**src/rtl/ws2812b_strip_arbiter_pkg.sv**
```systemverilog
// rtl/ws2812b_strip_arbiter_pkg.sv - shared constants and types for the ws2812b strip arbiter
//
// Purpose: pixel width, owner encoding and arbiter state type shared by the
// arbiter, its pixel-port interface and the ledstrip peripheral.
// Ports: none (package).
package ws2812b_strip_arbiter_pkg;

    localparam int WS2812B_PIXEL_W = 24;

    localparam logic OWNER_A = 1'b0;
    localparam logic OWNER_B = 1'b1;

    typedef enum logic [0:0] {
        IDLE = 1'b0,
        OWN  = 1'b1
    } arb_state_e;

endpackage

```
**src/rtl/ws2812b_strip_arbiter_if.sv**
```systemverilog
// rtl/ws2812b_strip_arbiter_if.sv - ws2812b pixel port (data/valid/latch/ready)
//
// Purpose: one pixel handshake link towards a ws2812b serializer.
// Signals:
//   data  [WS2812B_PIXEL_W] pixel, GRB order
//   valid                   pixel offered
//   latch                   this pixel ends the frame
//   ready                   pixel accepted this cycle when valid is high
// Modports: master drives data/valid/latch, slave drives ready.
interface ws2812b_strip_arbiter_if
    import ws2812b_strip_arbiter_pkg::*;
();

    logic [WS2812B_PIXEL_W-1:0] data;
    logic                       valid;
    logic                       latch;
    logic                       ready;

    modport master (output data, output valid, output latch, input  ready);
    modport slave  (input  data, input  valid, input  latch, output ready);

endinterface

```
**src/rtl/ws2812b_strip_arbiter.sv**
```systemverilog
// rtl/ws2812b_strip_arbiter.sv - frame-granular round-robin arbiter for one ws2812b serializer
//
// Purpose: shares one ws2812b serializer between requester A (CPU register
// path) and requester B. A grant lasts from the first pixel through the
// pixel carrying latch, so frames never interleave; ownership alternates
// round-robin on ties.
// Ports:
//   clk, rst_n    clock, asynchronous active-low reset
//   a, b          requester pixel ports (slave side)
//   s             serializer pixel port (master side)
//   busy          a frame owner is currently granted
//   owner         current or last owner (0 = A, 1 = B)
//   frame_done    one-cycle pulse the cycle after a latch pixel transfers
//   timeout_flag  sticky, set by a forced release
//   timeout_clr   clears timeout_flag (set wins in the same cycle)
// Parameter: TIMEOUT_CYCLES (2..65535) stall limit before forced release.
// Build option: WS2812B_ARB_TIMEOUT_EN enables the stall counter and
// forced release; without it timeout_flag is 0 and timeout_clr is ignored.
module ws2812b_strip_arbiter
    import ws2812b_strip_arbiter_pkg::*;
#(
    parameter int TIMEOUT_CYCLES = 4096
) (
    input  logic                     clk,
    input  logic                     rst_n,
    ws2812b_strip_arbiter_if.slave   a,
    ws2812b_strip_arbiter_if.slave   b,
    ws2812b_strip_arbiter_if.master  s,
    output logic                     busy,
    output logic                     owner,
    output logic                     frame_done,
    output logic                     timeout_flag,
    input  logic                     timeout_clr
);

    localparam logic [0:0] ST_IDLE = IDLE;
    localparam logic [0:0] ST_OWN  = OWN;

    logic [0:0]                 state;
    logic                       rr_last;
    logic                       in_own;
    logic                       own_valid;
    logic                       own_latch;
    logic [WS2812B_PIXEL_W-1:0] own_data;
    logic                       xfer;
    logic                       xfer_last;
    logic                       timeout_evt;
    logic                       req_any;
    logic                       grant_pick;

    assign in_own    = (state == ST_OWN);
    assign own_valid = (owner == OWNER_B) ? b.valid : a.valid;
    assign own_latch = (owner == OWNER_B) ? b.latch : a.latch;
    assign own_data  = (owner == OWNER_B) ? b.data  : a.data;

    // Zero-latency pass-through; owner is the only registered element on the path.
    assign s.valid = in_own & own_valid;
    assign s.latch = in_own & own_latch;
    assign s.data  = in_own ? own_data : '0;
    assign a.ready = in_own & (owner == OWNER_A) & s.ready;
    assign b.ready = in_own & (owner == OWNER_B) & s.ready;

    assign xfer      = s.valid & s.ready;
    assign xfer_last = xfer & own_latch;
    assign busy      = in_own;

    // Lone requester wins outright; on a tie the one that did not own last wins.
    assign req_any    = a.valid | b.valid;
    assign grant_pick = (a.valid & b.valid) ? ~rr_last : ~a.valid;

`ifdef WS2812B_ARB_TIMEOUT_EN
    localparam logic [15:0] TIMEOUT_LIM = 16'(TIMEOUT_CYCLES);

    logic [15:0] stall_cnt;

    // Release fires on the stalled cycle that brings the counter to the limit.
    assign timeout_evt = in_own & ~xfer & (stall_cnt >= TIMEOUT_LIM - 16'd1);

    always_ff @(posedge clk or negedge rst_n) begin
        if (!rst_n) begin
            stall_cnt <= '0;
        end else if (!in_own || xfer) begin
            stall_cnt <= '0;
        end else if (stall_cnt != TIMEOUT_LIM) begin
            stall_cnt <= stall_cnt + 16'd1;
        end
    end

    always_ff @(posedge clk or negedge rst_n) begin
        if (!rst_n) begin
            timeout_flag <= 1'b0;
        end else if (timeout_evt) begin
            timeout_flag <= 1'b1;
        end else if (timeout_clr) begin
            timeout_flag <= 1'b0;
        end
    end
`else
    logic unused_timeout;

    assign timeout_evt    = 1'b0;
    assign timeout_flag   = 1'b0;
    assign unused_timeout = timeout_clr | (TIMEOUT_CYCLES == 0);
`endif

    always_ff @(posedge clk or negedge rst_n) begin
        if (!rst_n) begin
            state      <= ST_IDLE;
            owner      <= OWNER_A;
            rr_last    <= OWNER_B;
            frame_done <= 1'b0;
        end else begin
            frame_done <= xfer_last;
            case (state)
                ST_IDLE: begin
                    if (req_any) begin
                        state <= ST_OWN;
                        owner <= grant_pick;
                    end
                end
                default: begin
                    // A forced release sends no latch; the owner's next pixels
                    // simply continue the strip on a later grant.
                    if (xfer_last || timeout_evt) begin
                        state   <= ST_IDLE;
                        rr_last <= owner;
                    end
                end
            endcase
        end
    end

endmodule

```
**src/flat_wrapper.sv**
```systemverilog
// flat-port wrapper written by rule: the top's interface ports become plain ports
module ws2812b_strip_arbiter_flat import ws2812b_strip_arbiter_pkg::*;
#(
    parameter int TIMEOUT_CYCLES = 4096
)
  (clk, rst_n, busy, owner, frame_done, timeout_flag, timeout_clr, a_data, a_valid, a_latch, a_ready, b_data, b_valid, b_latch, b_ready, s_data, s_valid, s_latch, s_ready);
  ws2812b_strip_arbiter_if a_i ();
  ws2812b_strip_arbiter_if b_i ();
  ws2812b_strip_arbiter_if s_i ();
  input  logic clk;
  input  logic rst_n;
  output logic busy;
  output logic owner;
  output logic frame_done;
  output logic timeout_flag;
  input  logic timeout_clr;
  input wire logic [$bits(a_i.data)-1:0] a_data;
  input wire logic [$bits(a_i.valid)-1:0] a_valid;
  input wire logic [$bits(a_i.latch)-1:0] a_latch;
  output wire logic [$bits(a_i.ready)-1:0] a_ready;
  input wire logic [$bits(b_i.data)-1:0] b_data;
  input wire logic [$bits(b_i.valid)-1:0] b_valid;
  input wire logic [$bits(b_i.latch)-1:0] b_latch;
  output wire logic [$bits(b_i.ready)-1:0] b_ready;
  output wire logic [$bits(s_i.data)-1:0] s_data;
  output wire logic [$bits(s_i.valid)-1:0] s_valid;
  output wire logic [$bits(s_i.latch)-1:0] s_latch;
  input wire logic [$bits(s_i.ready)-1:0] s_ready;
  assign a_i.data = a_data;
  assign a_i.valid = a_valid;
  assign a_i.latch = a_latch;
  assign a_ready = a_i.ready;
  assign b_i.data = b_data;
  assign b_i.valid = b_valid;
  assign b_i.latch = b_latch;
  assign b_ready = b_i.ready;
  assign s_data = s_i.data;
  assign s_valid = s_i.valid;
  assign s_latch = s_i.latch;
  assign s_i.ready = s_ready;
  ws2812b_strip_arbiter #(.TIMEOUT_CYCLES(TIMEOUT_CYCLES)) u_core (.clk(clk), .rst_n(rst_n), .a(a_i), .b(b_i), .s(s_i), .busy(busy), .owner(owner), .frame_done(frame_done), .timeout_flag(timeout_flag), .timeout_clr(timeout_clr));
endmodule
```
**config.mk**
```make
export PLATFORM = sky130hd
export DESIGN_NAME = ws2812b_strip_arbiter_flat
export DESIGN_NICKNAME = d
export VERILOG_FILES = /design/src/rtl/ws2812b_strip_arbiter_pkg.sv /design/src/rtl/ws2812b_strip_arbiter_if.sv /design/src/rtl/ws2812b_strip_arbiter.sv /design/src/flat_wrapper.sv
export SDC_FILE = /design/constraint.sdc
export NUM_CORES = 1
export LEC_CHECK = 0
export CAP_MARGIN = 10
export CORE_ASPECT_RATIO = 0.75
export CORE_UTILIZATION = 22
export DETAILED_ROUTE_END_ITERATION = 10
export PLACE_DENSITY = 0.81
export SYNTH_ARGS = -nofsm -noshare
export SYNTH_HDL_FRONTEND = slang
export SYNTH_SLANG_ARGS = --single-unit
```
**constraint.sdc**
```tcl
create_clock -name clk -period 1.19 [get_ports clk]
set_clock_uncertainty 0.15 [all_clocks]
set_input_delay 0.238 -clock clk [delete_from_list [all_inputs] [get_ports clk]]
set_output_delay 0.238 -clock clk [all_outputs]
set_load 0.01 [all_outputs]
```
==> impl_metrics.prom, run 1 <==
# TYPE chip_impl_metric gauge
chip_impl_metric{name="detailroute.via_count",unit=""} 919
chip_impl_metric{name="dieWidth",unit="um"} 63.5
chip_impl_info{name="critPathTopFamily",value="flip-flops"} 1
chip_impl_metric{name="globalplace.congestion",unit=""} 0.761
chip_impl_metric{name="setup_slack",unit="ps"} -520
chip_impl_metric{name="final_period_minus_worst_setup_slack",unit="ps"} 1710
chip_impl_metric{name="post_synth_num_cell_types",unit=""} 20
chip_impl_metric{name="critical_path_buf_inv_count",unit=""} 2
chip_impl_metric{name="path_clk_slew",unit="ps"} 40
chip_impl_metric{name="grt_pass1_vias",unit=""} 845
chip_impl_metric{name="initial_core_util",unit=""} 0.236
chip_impl_metric{name="global_route_wire_length_before_repair",unit="mm"} 3.59
chip_impl_metric{name="cts.htree.levels",unit=""} 1
chip_impl_metric{name="power.static_leakage",unit="nW"} 0.827
chip_impl_metric{name="pre_cts_ws",unit="ps"} -783
chip_impl_metric{name="cts_num_sinks",unit=""} 4
chip_impl_metric{name="synth-seq-cells",unit=""} 4
chip_impl_metric{name="syn-cell-area",unit="sq um"} 624
chip_impl_metric{name="synth_area_per_cell",unit="sq um"} 8.22
chip_impl_metric{name="cp_slowest_stage_delay",unit="ps"} 440
chip_impl_metric{name="worst-r2r-setup-slack",unit="ps"} -310
chip_impl_metric{name="route.detailed.wl_per_inst",unit="um"} 12.7
chip_impl_metric{name="detail_route.wirelength",unit="mm"} 2.72
chip_impl_metric{name="netlist_instances",unit=""} 76
chip_impl_metric{name="final_min_period_over_clock_period",unit=""} 1.44
chip_impl_metric{name="io_buffer_count",unit=""} 85
chip_impl_metric{name="placed_cell_area",unit="sq mm"} 0.00160
chip_impl_metric{name="worst-path-max-fanout",unit=""} 3
chip_impl_info{name="failed_checks",value="negative setup slack"} 1
chip_impl_metric{name="antenna_violating_nets_post_route",unit=""} 0
chip_impl_metric{name="antennaDiodeCount",unit=""} 0
chip_impl_metric{name="worstSkewPairLatency",unit="ps"} 220
chip_impl_metric{name="final_nets",unit=""} 236
chip_impl_metric{name="drtIter0Drc",unit=""} 5
chip_impl_metric{name="power.density",unit="mW/mm^2"} 1890
chip_impl_metric{name="fp.dieH",unit="um"} 48.1
chip_impl_metric{name="finalSetupViolCount",unit=""} 33
chip_impl_metric{name="grtUsageTotal",unit=""} 0.157
chip_impl_metric{name="hold_violations",unit=""} 0
chip_impl_metric{name="p_int",unit="W"} 0.00207
chip_impl_info{name="synth_flop_cell",value="sky130_fd_sc_hd__dfrtp_1"} 1
chip_impl_metric{name="p_seq_frac",unit=""} 0.077
chip_impl_metric{name="switching_component_of_the_power",unit="W"} 0.00120
chip_impl_metric{name="synth_top_area_share",unit=""} 0.417
chip_impl_info{name="setup.worst_path.end_class",value="primary output"} 1
chip_impl_metric{name="rows",unit=""} 16
chip_impl_metric{name="worst_ep_required_time",unit="ps"} 800
chip_impl_info{name="holdCritPathClass",value="in2async"} 1
chip_impl_metric{name="vdd_drop_max",unit="V"} 0.000939
chip_impl_metric{name="via_per_inst",unit=""} 4.27
chip_impl_metric{name="power.switching_fraction",unit=""} 0.366
chip_impl_info{name="run_status",value="finished, violations left"} 1
chip_impl_metric{name="areaGrowthSynthToFinish",unit="%"} 177
chip_impl_metric{name="report.final.slew_viol_count",unit=""} 0
chip_impl_metric{name="crit_arrival",unit="ps"} 1320
chip_impl_metric{name="clkPwrFrac",unit=""} 0.094
chip_impl_metric{name="mappedNetlistNets",unit=""} 132
chip_impl_metric{name="grt_max_degree",unit=""} 24
chip_impl_metric{name="synth_sequential_area_ratio",unit=""} 0.162
chip_impl_metric{name="core",unit="sq mm"} 0.00264
chip_impl_info{name="critPathLaunchType",value="flop"} 1
chip_impl_info{name="yosys.area.top_type",value="sky130_fd_sc_hd__mux2i_1"} 1
chip_impl_metric{name="drc_violation_count_after_routing",unit=""} 0
chip_impl_metric{name="place_hpwl",unit="mm"} 1.99
chip_impl_metric{name="cts.path.max_buffers",unit=""} 2
chip_impl_metric{name="finalInstanceArea",unit="sq mm"} 0.00173
chip_impl_metric{name="io_pins",unit=""} 88
chip_impl_metric{name="async_flop_share",unit=""} 1.00
chip_impl_info{name="synth_top_cells_by_area",value="sky130_fd_sc_hd__mux2i_1, sky130_fd_sc_hd__nor2_1, sky130_fd_sc_hd__dfrtp_1, sky130_fd_sc_hd__dfstp_2, sky130_fd_sc_hd__nand4b_4"} 1
chip_impl_metric{name="fmaxAchievable",unit="MHz"} 585
chip_impl_metric{name="layout-drive-gt1-share",unit=""} 0.425
chip_impl_info{name="critPathSlowestCell",value="sky130_fd_sc_hd__dfrtp_2"} 1
chip_impl_metric{name="drtPass1Iterations",unit=""} 4
chip_impl_metric{name="postCtsHoldBufs",unit=""} 0
chip_impl_metric{name="antenna_found_initial",unit=""} 0
chip_impl_metric{name="n_fill_cell",unit=""} 213
chip_impl_info{name="grt_setup_unrepaired",value="true"} 1
chip_impl_info{name="tritoncts",value="done"} 1
chip_impl_metric{name="max_cap_viol_count",unit=""} 0
chip_impl_metric{name="number_of_flops_mapped_to_enable_cells_by_yosys",unit=""} 0
chip_impl_info{name="critical-path-top-cell-by-count",value="sky130_fd_sc_hd__buf_6"} 1
chip_impl_metric{name="cts-buffers-inserted",unit=""} 3
chip_impl_info{name="clock_tree.root_cell",value="sky130_fd_sc_hd__clkbuf_8"} 1
chip_impl_metric{name="layout.core_utilization",unit=""} 0.654
chip_impl_metric{name="ys_warn_count",unit=""} 0
chip_impl_metric{name="globalRoute.totalOverflow",unit=""} 0
chip_impl_info{name="worstSetupPathType",value="reg2out"} 1
chip_impl_info{name="worstPathCellList",value="buf_6 -> mux2_4 -> and2_4 -> buf_6"} 1
chip_impl_metric{name="dieArea",unit="sq mm"} 0.00306
chip_impl_info{name="yosys-top-cells-count",value="sky130_fd_sc_hd__mux2i_1, sky130_fd_sc_hd__nor2_1, sky130_fd_sc_hd__nand2_1"} 1
chip_impl_metric{name="p_comb_frac",unit=""} 0.829
## timing repair
item | in CTS | in global routing
cloned | 2 | 1
endpoints found under the hold margin | 0 | 0
pin swaps | 5 | 6
resized for setup | 141 | 10
endpoints found under the setup margin | 34 | 34
buffers inserted | 6 | 1
## final cells by class
cell class	count	area [sq um]	share of cell area
inverter	3	11.3	0.00651
clock buffer	4	45.0	0.0260
timing repair buffer	105	1020	0.593
multi-input combinational	63	499	0.289
tap	36	45.0	0.0260
sequential	4	104	0.0601
## metal layers
metal  track usage  up-vias  share of wire
met1         0.176      412           0.38
met5             0        -              0
met4        0.0955        0         0.0070
li1              -      459              -
met3        0.0140        2          0.044
met2         0.311       46           0.57
## kinds of logic after synthesis
family | Yosys count | share of synthesized area
buf+inv | 9 | 0.118
flops | 4 | 0.162
compound gates | 2 | 0.0321
other cells | 1 | 0.00601
mux | 27 | 0.441
simple gates | 33 | 0.240
## placed cells by master (no fill, tap or decap)
master	Yosys	layout
sky130_fd_sc_hd__a32o_1	1	1
sky130_fd_sc_hd__and2_4	0	1
sky130_fd_sc_hd__and3_4	0	1
sky130_fd_sc_hd__buf_12	1	4
sky130_fd_sc_hd__buf_16	0	2
sky130_fd_sc_hd__buf_2	1	26
sky130_fd_sc_hd__buf_4	1	5
sky130_fd_sc_hd__buf_6	1	11
sky130_fd_sc_hd__buf_8	1	2
sky130_fd_sc_hd__clkbuf_1	0	1
sky130_fd_sc_hd__clkbuf_16	0	1
sky130_fd_sc_hd__clkbuf_8	0	3
sky130_fd_sc_hd__clkdlybuf4s50_1	0	53
sky130_fd_sc_hd__conb_1	1	1
sky130_fd_sc_hd__dfrtp_1	3	1
sky130_fd_sc_hd__dfrtp_2	0	2
sky130_fd_sc_hd__dfstp_2	1	1
sky130_fd_sc_hd__dlymetal6s2s_1	0	1
sky130_fd_sc_hd__inv_1	2	1
sky130_fd_sc_hd__inv_2	1	2
sky130_fd_sc_hd__mux2_4	1	1
sky130_fd_sc_hd__mux2i_1	26	19
sky130_fd_sc_hd__mux2i_2	0	7
sky130_fd_sc_hd__nand2_1	4	4
sky130_fd_sc_hd__nand4b_4	1	1
sky130_fd_sc_hd__nor2_1	26	21
sky130_fd_sc_hd__nor2_2	0	4
sky130_fd_sc_hd__nor2_4	0	1
sky130_fd_sc_hd__o31a_2	1	1
## per-stage QoR
| step | total power, W | setup TNS, ps | cells | hold WS, ps |
|---|---|---|---|---|
| floorplan | 0.00143 | -4540 | 76 | -208 |
| global placement | 0.00251 | -18410 | 202 | 297 |
| detailed placement | 0.00255 | -18950 | 202 | 309 |
| CTS | 0.00309 | -14420 | 213 | 72.1 |
| global route | 0.00346 | -16240 | 215 | 83.1 |
| finish | 0.00327 | -14540 | 215 | 71.1 |
## state kept, by name, summed over array words and instances, names as in the netlist
name	cells
u_core.rr_last	1
u_core.owner	1
u_core.frame_done	1
u_core.busy	1
## path summary, 6_finish.rpt
kind,to,depth (start not counted),start
worst min-delay path,u_core.frame_done,1,rst_n
max in group asynchronous,u_core.rr_last,1,rst_n
worst min register to register,u_core.rr_last,2,u_core.rr_last
worst max register to register,u_core.rr_last,5,u_core.owner
worst max-delay path,s_valid,4,u_core.owner
min in group clk,u_core.busy,3,a_valid
## power groups by stage
| stage | clock network [W] | registers [W] | logic [W] |
|---|---|---|---|
| floorplan | 0 | 0.000265 | 0.00117 |
| global placement | 0 | 0.000252 | 0.00225 |
| detailed placement | 0 | 0.000256 | 0.00229 |
| CTS | 0.000315 | 0.000249 | 0.00252 |
| global route | 0.000324 | 0.000254 | 0.00289 |
| finish | 0.000307 | 0.000250 | 0.00271 |
No activity file was read; power rests on OpenSTA's default activity.
==> run 2, diff against run 1 <==
REMOVE_ABC_BUFFERS = 1   (was default)
SKIP_LAST_GASP = 1   (was default)
==> run 2 against run 1 <==
The run still ends with negative setup slack left. Final cell count rose by 0.47%. Largest cell class unchanged. Wire length fell by 2.2%. Die area did not move. Critical endpoint unchanged. Non-clock buffer count rose by 1. Utilization fell by 2.2 points. Critical path type unchanged. Critical path depth did not move. Worst setup slack got worse by 41 ps. Sequential share of layout area rose by 0.14 points. Maximum frequency fell by 2.3%.
==> impl_metrics.prom, run 2 (synthesis results as in run 1) <==
# TYPE chip_impl_metric gauge
chip_impl_metric{name="dieArea",unit="sq mm"} 0.00306
chip_impl_metric{name="hold_violations",unit=""} 0
chip_impl_metric{name="grt_max_degree",unit=""} 19
chip_impl_info{name="critPathLaunchType",value="flop"} 1
chip_impl_metric{name="core",unit="sq mm"} 0.00264
chip_impl_metric{name="globalRoute.totalOverflow",unit=""} 0
chip_impl_metric{name="io_buffer_count",unit=""} 85
chip_impl_metric{name="global_route_wire_length_before_repair",unit="mm"} 3.82
chip_impl_metric{name="layout-drive-gt1-share",unit=""} 0.378
chip_impl_metric{name="grt_pass1_vias",unit=""} 888
chip_impl_metric{name="total_power",unit="W"} 0.00302
chip_impl_metric{name="worst-path-max-fanout",unit=""} 5
chip_impl_info{name="holdCritPathClass",value="in2async"} 1
chip_impl_metric{name="fp.dieH",unit="um"} 48.1
chip_impl_info{name="clock_tree.root_cell",value="sky130_fd_sc_hd__clkbuf_8"} 1
chip_impl_metric{name="io_pins",unit=""} 88
chip_impl_info{name="run_status",value="finished, violations left"} 1
chip_impl_metric{name="power.static_leakage",unit="nW"} 0.824
chip_impl_metric{name="cts_num_sinks",unit=""} 4
chip_impl_metric{name="hold_slack",unit="ps"} 90.9
chip_impl_metric{name="drc_violation_count_after_routing",unit=""} 0
chip_impl_metric{name="grtUsageTotal",unit=""} 0.165
chip_impl_metric{name="crit_arrival",unit="ps"} 1360
chip_impl_info{name="worstSetupPathType",value="reg2out"} 1
chip_impl_metric{name="dieWidth",unit="um"} 63.5
chip_impl_metric{name="cts-buffers-inserted",unit=""} 3
chip_impl_metric{name="antenna_found_initial",unit=""} 0
chip_impl_metric{name="cts.htree.levels",unit=""} 1
chip_impl_metric{name="fmaxAchievable",unit="MHz"} 571
chip_impl_metric{name="globalplace.congestion",unit=""} 0.708
chip_impl_info{name="layout.cells.most_common_list",value="sky130_fd_sc_hd__clkdlybuf4s50_1, sky130_fd_sc_hd__mux2i_1, sky130_fd_sc_hd__nor2_1"} 1
chip_impl_metric{name="worstSkewPairLatency",unit="ps"} 220
chip_impl_metric{name="areaGrowthSynthToFinish",unit="%"} 168
chip_impl_metric{name="report.final.slew_viol_count",unit=""} 0
chip_impl_metric{name="rows",unit=""} 16
chip_impl_metric{name="worst_ep_required_time",unit="ps"} 800
chip_impl_metric{name="path_clk_slew",unit="ps"} 30
chip_impl_info{name="failed_checks",value="negative setup slack"} 1
chip_impl_metric{name="final_period_minus_worst_setup_slack",unit="ps"} 1750
chip_impl_info{name="setup.worst_path.end_class",value="primary output"} 1
chip_impl_metric{name="place_inst",unit=""} 202
chip_impl_metric{name="detail_route.wirelength",unit="mm"} 2.66
chip_impl_metric{name="layoutNonFillerInstCount",unit=""} 216
chip_impl_metric{name="drtPass1Iterations",unit=""} 4
chip_impl_metric{name="pre_cts_ws",unit="ps"} -831
chip_impl_metric{name="max_cap_viol_count",unit=""} 0
chip_impl_metric{name="placed_cell_area",unit="sq mm"} 0.00158
chip_impl_metric{name="vdd_drop_max",unit="V"} 0.000714
chip_impl_metric{name="detailroute.via_count",unit=""} 919
chip_impl_info{name="tritoncts",value="done"} 1
chip_impl_metric{name="finalSetupViolCount",unit=""} 34
chip_impl_metric{name="finalInstanceArea",unit="sq mm"} 0.00167
chip_impl_metric{name="route.detailed.wl_per_inst",unit="um"} 12.3
chip_impl_metric{name="drtIter0Drc",unit=""} 19
chip_impl_metric{name="initial_core_util",unit=""} 0.236
chip_impl_metric{name="via_per_inst",unit=""} 4.25
chip_impl_metric{name="cts.path.max_buffers",unit=""} 2
chip_impl_metric{name="setup_slack",unit="ps"} -561
chip_impl_metric{name="power.density",unit="mW/mm^2"} 1810
chip_impl_metric{name="antennaDiodeCount",unit=""} 0
chip_impl_info{name="layout_commonest_cell",value="sky130_fd_sc_hd__clkdlybuf4s50_1"} 1
chip_impl_metric{name="place_hpwl",unit="mm"} 2.04
chip_impl_metric{name="final_min_period_over_clock_period",unit=""} 1.47
chip_impl_metric{name="antenna_violating_nets_post_route",unit=""} 0
chip_impl_metric{name="final_nets",unit=""} 237
chip_impl_info{name="grt_setup_unrepaired",value="true"} 1
## run 2: critical path, cell delays in order, from the launching register on
cell,delay [ps]
sky130_fd_sc_hd__dfrtp_2,450
sky130_fd_sc_hd__buf_6,140
sky130_fd_sc_hd__mux2_4,300
sky130_fd_sc_hd__and2_4,140
sky130_fd_sc_hd__buf_6,110
## run 2: worst paths after layout
kind / slack (ps) / end / startpoint / depth (start not counted)
max: -560 / s_valid / u_core.owner / 4
min: 90 / u_core.busy / rst_n / 1
max reg2reg: -320 / u_core.rr_last / u_core.owner / 5
min reg2reg: 320 / u_core.rr_last / u_core.rr_last / 2
max in group asynchronous: 540 / u_core.rr_last / rst_n / 1
min in group clk: 320 / u_core.rr_last / u_core.rr_last / 2
## run 2: layout make-up
class                   instances  area (sq um)
clock buffers                   4          45.0
fillers                       247           972
inverters                       3          11.3
multi-input cells              63           477
flip-flops and latches          4           103
well taps                      36          45.0
repair buffers                106           990
## run 2: what timing repair did
action,in CTS,in global routing
pin swaps,2,7
gates cloned,0,1
hold buffers,0,0
resized for setup,88,47
setup endpoints to repair,35,35
buffers inserted,7,4
## run 2: report_power, final
part | internal (W) | total (W) | switching, W
logic | 0.00145 | 0.00245 | 0.00100
clock network | 0.000229 | 0.000304 | 0.0000752
registers | 0.000199 | 0.000259 | 0.0000606
## run 2: stage by stage
step | utilization | setup TNS, ps
floorplan | - | -23560
global placement | 0.597 | -18730
detailed placement | 0.597 | -19500
CTS | 0.624 | -16520
global route | 0.632 | -16350
finish | 0.632 | -14700
## run 2: metal layers
metal	routed length, um	GRT usage	vias to the layer above
met1	1040	0.173	410
met4	0	0.0545	0
met2	1420	0.336	48
met5	0	0	-
li1	-	-	461
met3	205	0.0444	0
==> run 3, diff against run 2 <==
CTS_BUF_LIST = sky130_fd_sc_hd__clkbuf_2 sky130_fd_sc_hd__clkbuf_4 sky130_fd_sc_hd__clkbuf_8   (was default)
SLEW_MARGIN = 25   (was default)
==> run 3 against run 2 <==
The flow still finishes with violations (negative setup slack). Die area unchanged. First-iteration DRC count is 32% lower. Wire length unchanged. Critical path type unchanged. Critical endpoint unchanged. Highest routed layer unchanged.
==> impl_metrics.prom, run 3 (synthesis results as in run 1) <==
# TYPE chip_impl_metric gauge
chip_impl_metric{name="rows",unit=""} 16
chip_impl_info{name="clock_tree.root_cell",value="sky130_fd_sc_hd__clkbuf_8"} 1
chip_impl_metric{name="grt_max_degree",unit=""} 19
chip_impl_metric{name="placed_cell_area",unit="sq mm"} 0.00158
chip_impl_metric{name="dieWidth",unit="um"} 63.5
chip_impl_metric{name="cts.path.max_buffers",unit=""} 2
chip_impl_metric{name="power.density",unit="mW/mm^2"} 1820
chip_impl_metric{name="drtPass1Iterations",unit=""} 4
chip_impl_metric{name="final_period_minus_worst_setup_slack",unit="ps"} 1750
chip_impl_info{name="tritoncts",value="done"} 1
chip_impl_info{name="holdCritPathClass",value="in2async"} 1
chip_impl_info{name="layout.cells.most_common_list",value="sky130_fd_sc_hd__clkdlybuf4s50_1, sky130_fd_sc_hd__mux2i_1, sky130_fd_sc_hd__nor2_1"} 1
chip_impl_metric{name="final_nets",unit=""} 237
chip_impl_info{name="failed_checks",value="negative setup slack"} 1
chip_impl_metric{name="setup_slack",unit="ps"} -561
chip_impl_metric{name="grtUsageTotal",unit=""} 0.165
chip_impl_metric{name="global_route_wire_length_before_repair",unit="mm"} 3.82
chip_impl_metric{name="postCtsHoldBufs",unit=""} 0
chip_impl_metric{name="layout-drive-gt1-share",unit=""} 0.383
chip_impl_metric{name="max_cap_viol_count",unit=""} 0
chip_impl_info{name="worstSetupPathType",value="reg2out"} 1
chip_impl_info{name="layout_commonest_cell",value="sky130_fd_sc_hd__clkdlybuf4s50_1"} 1
chip_impl_metric{name="detailroute.via_count",unit=""} 919
chip_impl_metric{name="via_per_inst",unit=""} 4.25
chip_impl_metric{name="hold_violations",unit=""} 0
chip_impl_metric{name="finalSetupViolCount",unit=""} 34
chip_impl_info{name="setup.worst_path.end_class",value="primary output"} 1
chip_impl_metric{name="vdd_drop_max",unit="V"} 0.000724
chip_impl_metric{name="areaGrowthSynthToFinish",unit="%"} 168
chip_impl_metric{name="cts-buffers-inserted",unit=""} 3
chip_impl_metric{name="fmaxAchievable",unit="MHz"} 571
chip_impl_metric{name="globalRoute.totalOverflow",unit=""} 0
chip_impl_metric{name="core",unit="sq mm"} 0.00264
chip_impl_metric{name="globalplace.congestion",unit=""} 0.708
chip_impl_metric{name="worst-r2r-setup-slack",unit="ps"} -320
chip_impl_metric{name="worst-path-max-fanout",unit=""} 5
chip_impl_metric{name="cts.htree.levels",unit=""} 1
chip_impl_metric{name="drtIter0Drc",unit=""} 13
chip_impl_info{name="run_status",value="finished, violations left"} 1
chip_impl_metric{name="pre_cts_ws",unit="ps"} -831
chip_impl_metric{name="dieArea",unit="sq mm"} 0.00306
chip_impl_metric{name="crit_arrival",unit="ps"} 1360
chip_impl_metric{name="drc_violation_count_after_routing",unit=""} 0
chip_impl_metric{name="final_min_period_over_clock_period",unit=""} 1.47
chip_impl_metric{name="grt_pass1_vias",unit=""} 889
chip_impl_metric{name="io_pins",unit=""} 88
chip_impl_metric{name="fp.dieH",unit="um"} 48.1
chip_impl_metric{name="finalInstanceArea",unit="sq mm"} 0.00167
chip_impl_metric{name="detail_route.wirelength",unit="mm"} 2.66
chip_impl_metric{name="initial_core_util",unit=""} 0.236
chip_impl_metric{name="antennaDiodeCount",unit=""} 0
chip_impl_metric{name="route.detailed.wl_per_inst",unit="um"} 12.3
chip_impl_info{name="grt_setup_unrepaired",value="true"} 1
chip_impl_metric{name="place_hpwl",unit="mm"} 2.04
chip_impl_metric{name="antenna_found_initial",unit=""} 0
chip_impl_metric{name="antenna_violating_nets_post_route",unit=""} 0
chip_impl_metric{name="power.static_leakage",unit="nW"} 0.828
chip_impl_metric{name="cts_num_sinks",unit=""} 4
chip_impl_metric{name="worstSkewPairLatency",unit="ps"} 220
chip_impl_info{name="critPathLaunchType",value="flop"} 1
chip_impl_metric{name="report.final.slew_viol_count",unit=""} 0
chip_impl_metric{name="path_clk_slew",unit="ps"} 30
chip_impl_metric{name="total_power",unit="W"} 0.00304
chip_impl_metric{name="worst_ep_required_time",unit="ps"} 800
chip_impl_metric{name="hold_slack",unit="ps"} 91.2
chip_impl_metric{name="io_buffer_count",unit=""} 85
## run 3: cell count changes in the layout (fill, tap and decap cells not counted)
cell	before	now
sky130_fd_sc_hd__clkbuf_1	1	0
sky130_fd_sc_hd__clkbuf_4	0	1
## run 3: worst max-delay path: stages (launching register included)
cell and delay [ps]:
sky130_fd_sc_hd__dfrtp_2 450, sky130_fd_sc_hd__buf_6 140, sky130_fd_sc_hd__mux2_4 300, sky130_fd_sc_hd__and2_4 140, sky130_fd_sc_hd__buf_6 110
## run 3: metal layers
metal | routed length (um) | vias up | track usage
met5 | 0 | - | 0
met1 | 1040 | 410 | 0.173
li1 | - | 461 | -
met3 | 205 | 0 | 0.0444
met4 | 0 | 0 | 0.0545
met2 | 1420 | 48 | 0.336
## run 3: path summary, 6_finish.rpt
kind | from | to | cells after the start
max | u_core.owner | s_valid | 4
min | rst_n | u_core.busy | 1
max reg2reg | u_core.owner | u_core.rr_last | 5
min reg2reg | u_core.rr_last | u_core.rr_last | 2
max in group asynchronous | rst_n | u_core.rr_last | 1
min in group clk | u_core.rr_last | u_core.rr_last | 2
## run 3: area by class of cell
cell class              instances  area [sq um]
inverters                       3          11.3
clock buffers                   4          48.8
flip-flops and latches          4           103
multi-input cells              63           477
well taps                      36          45.0
repair buffers                106           990
fillers                       246           968
## run 3: metrics by stage
stage | utilization | setup TNS (ps) | cells
finish | 0.634 | -14700 | 216
global route | 0.634 | -16350 | 216
CTS | 0.625 | -16520 | 213
detailed placement | 0.597 | -19500 | 202
global placement | 0.597 | -18730 | 202
floorplan | - | -23560 | 70
## run 3: report_power, final
part | leakage, nW | total (W) | switching [W] | internal, W
Combinational | 0.757 | 0.00245 | 0.00100 | 0.00145
Sequential | 0.0446 | 0.000259 | 0.0000605 | 0.000199
Clock | 0.0262 | 0.000327 | 0.0000754 | 0.000252
## run 3: timing repair
action / 4_1_cts / 5_1_grt
pin swaps: 2 / 7
setup endpoints to repair: 35 / 35
setup buffers: 7 / 4
resized for setup: 88 / 47
cloned: 0 / 1
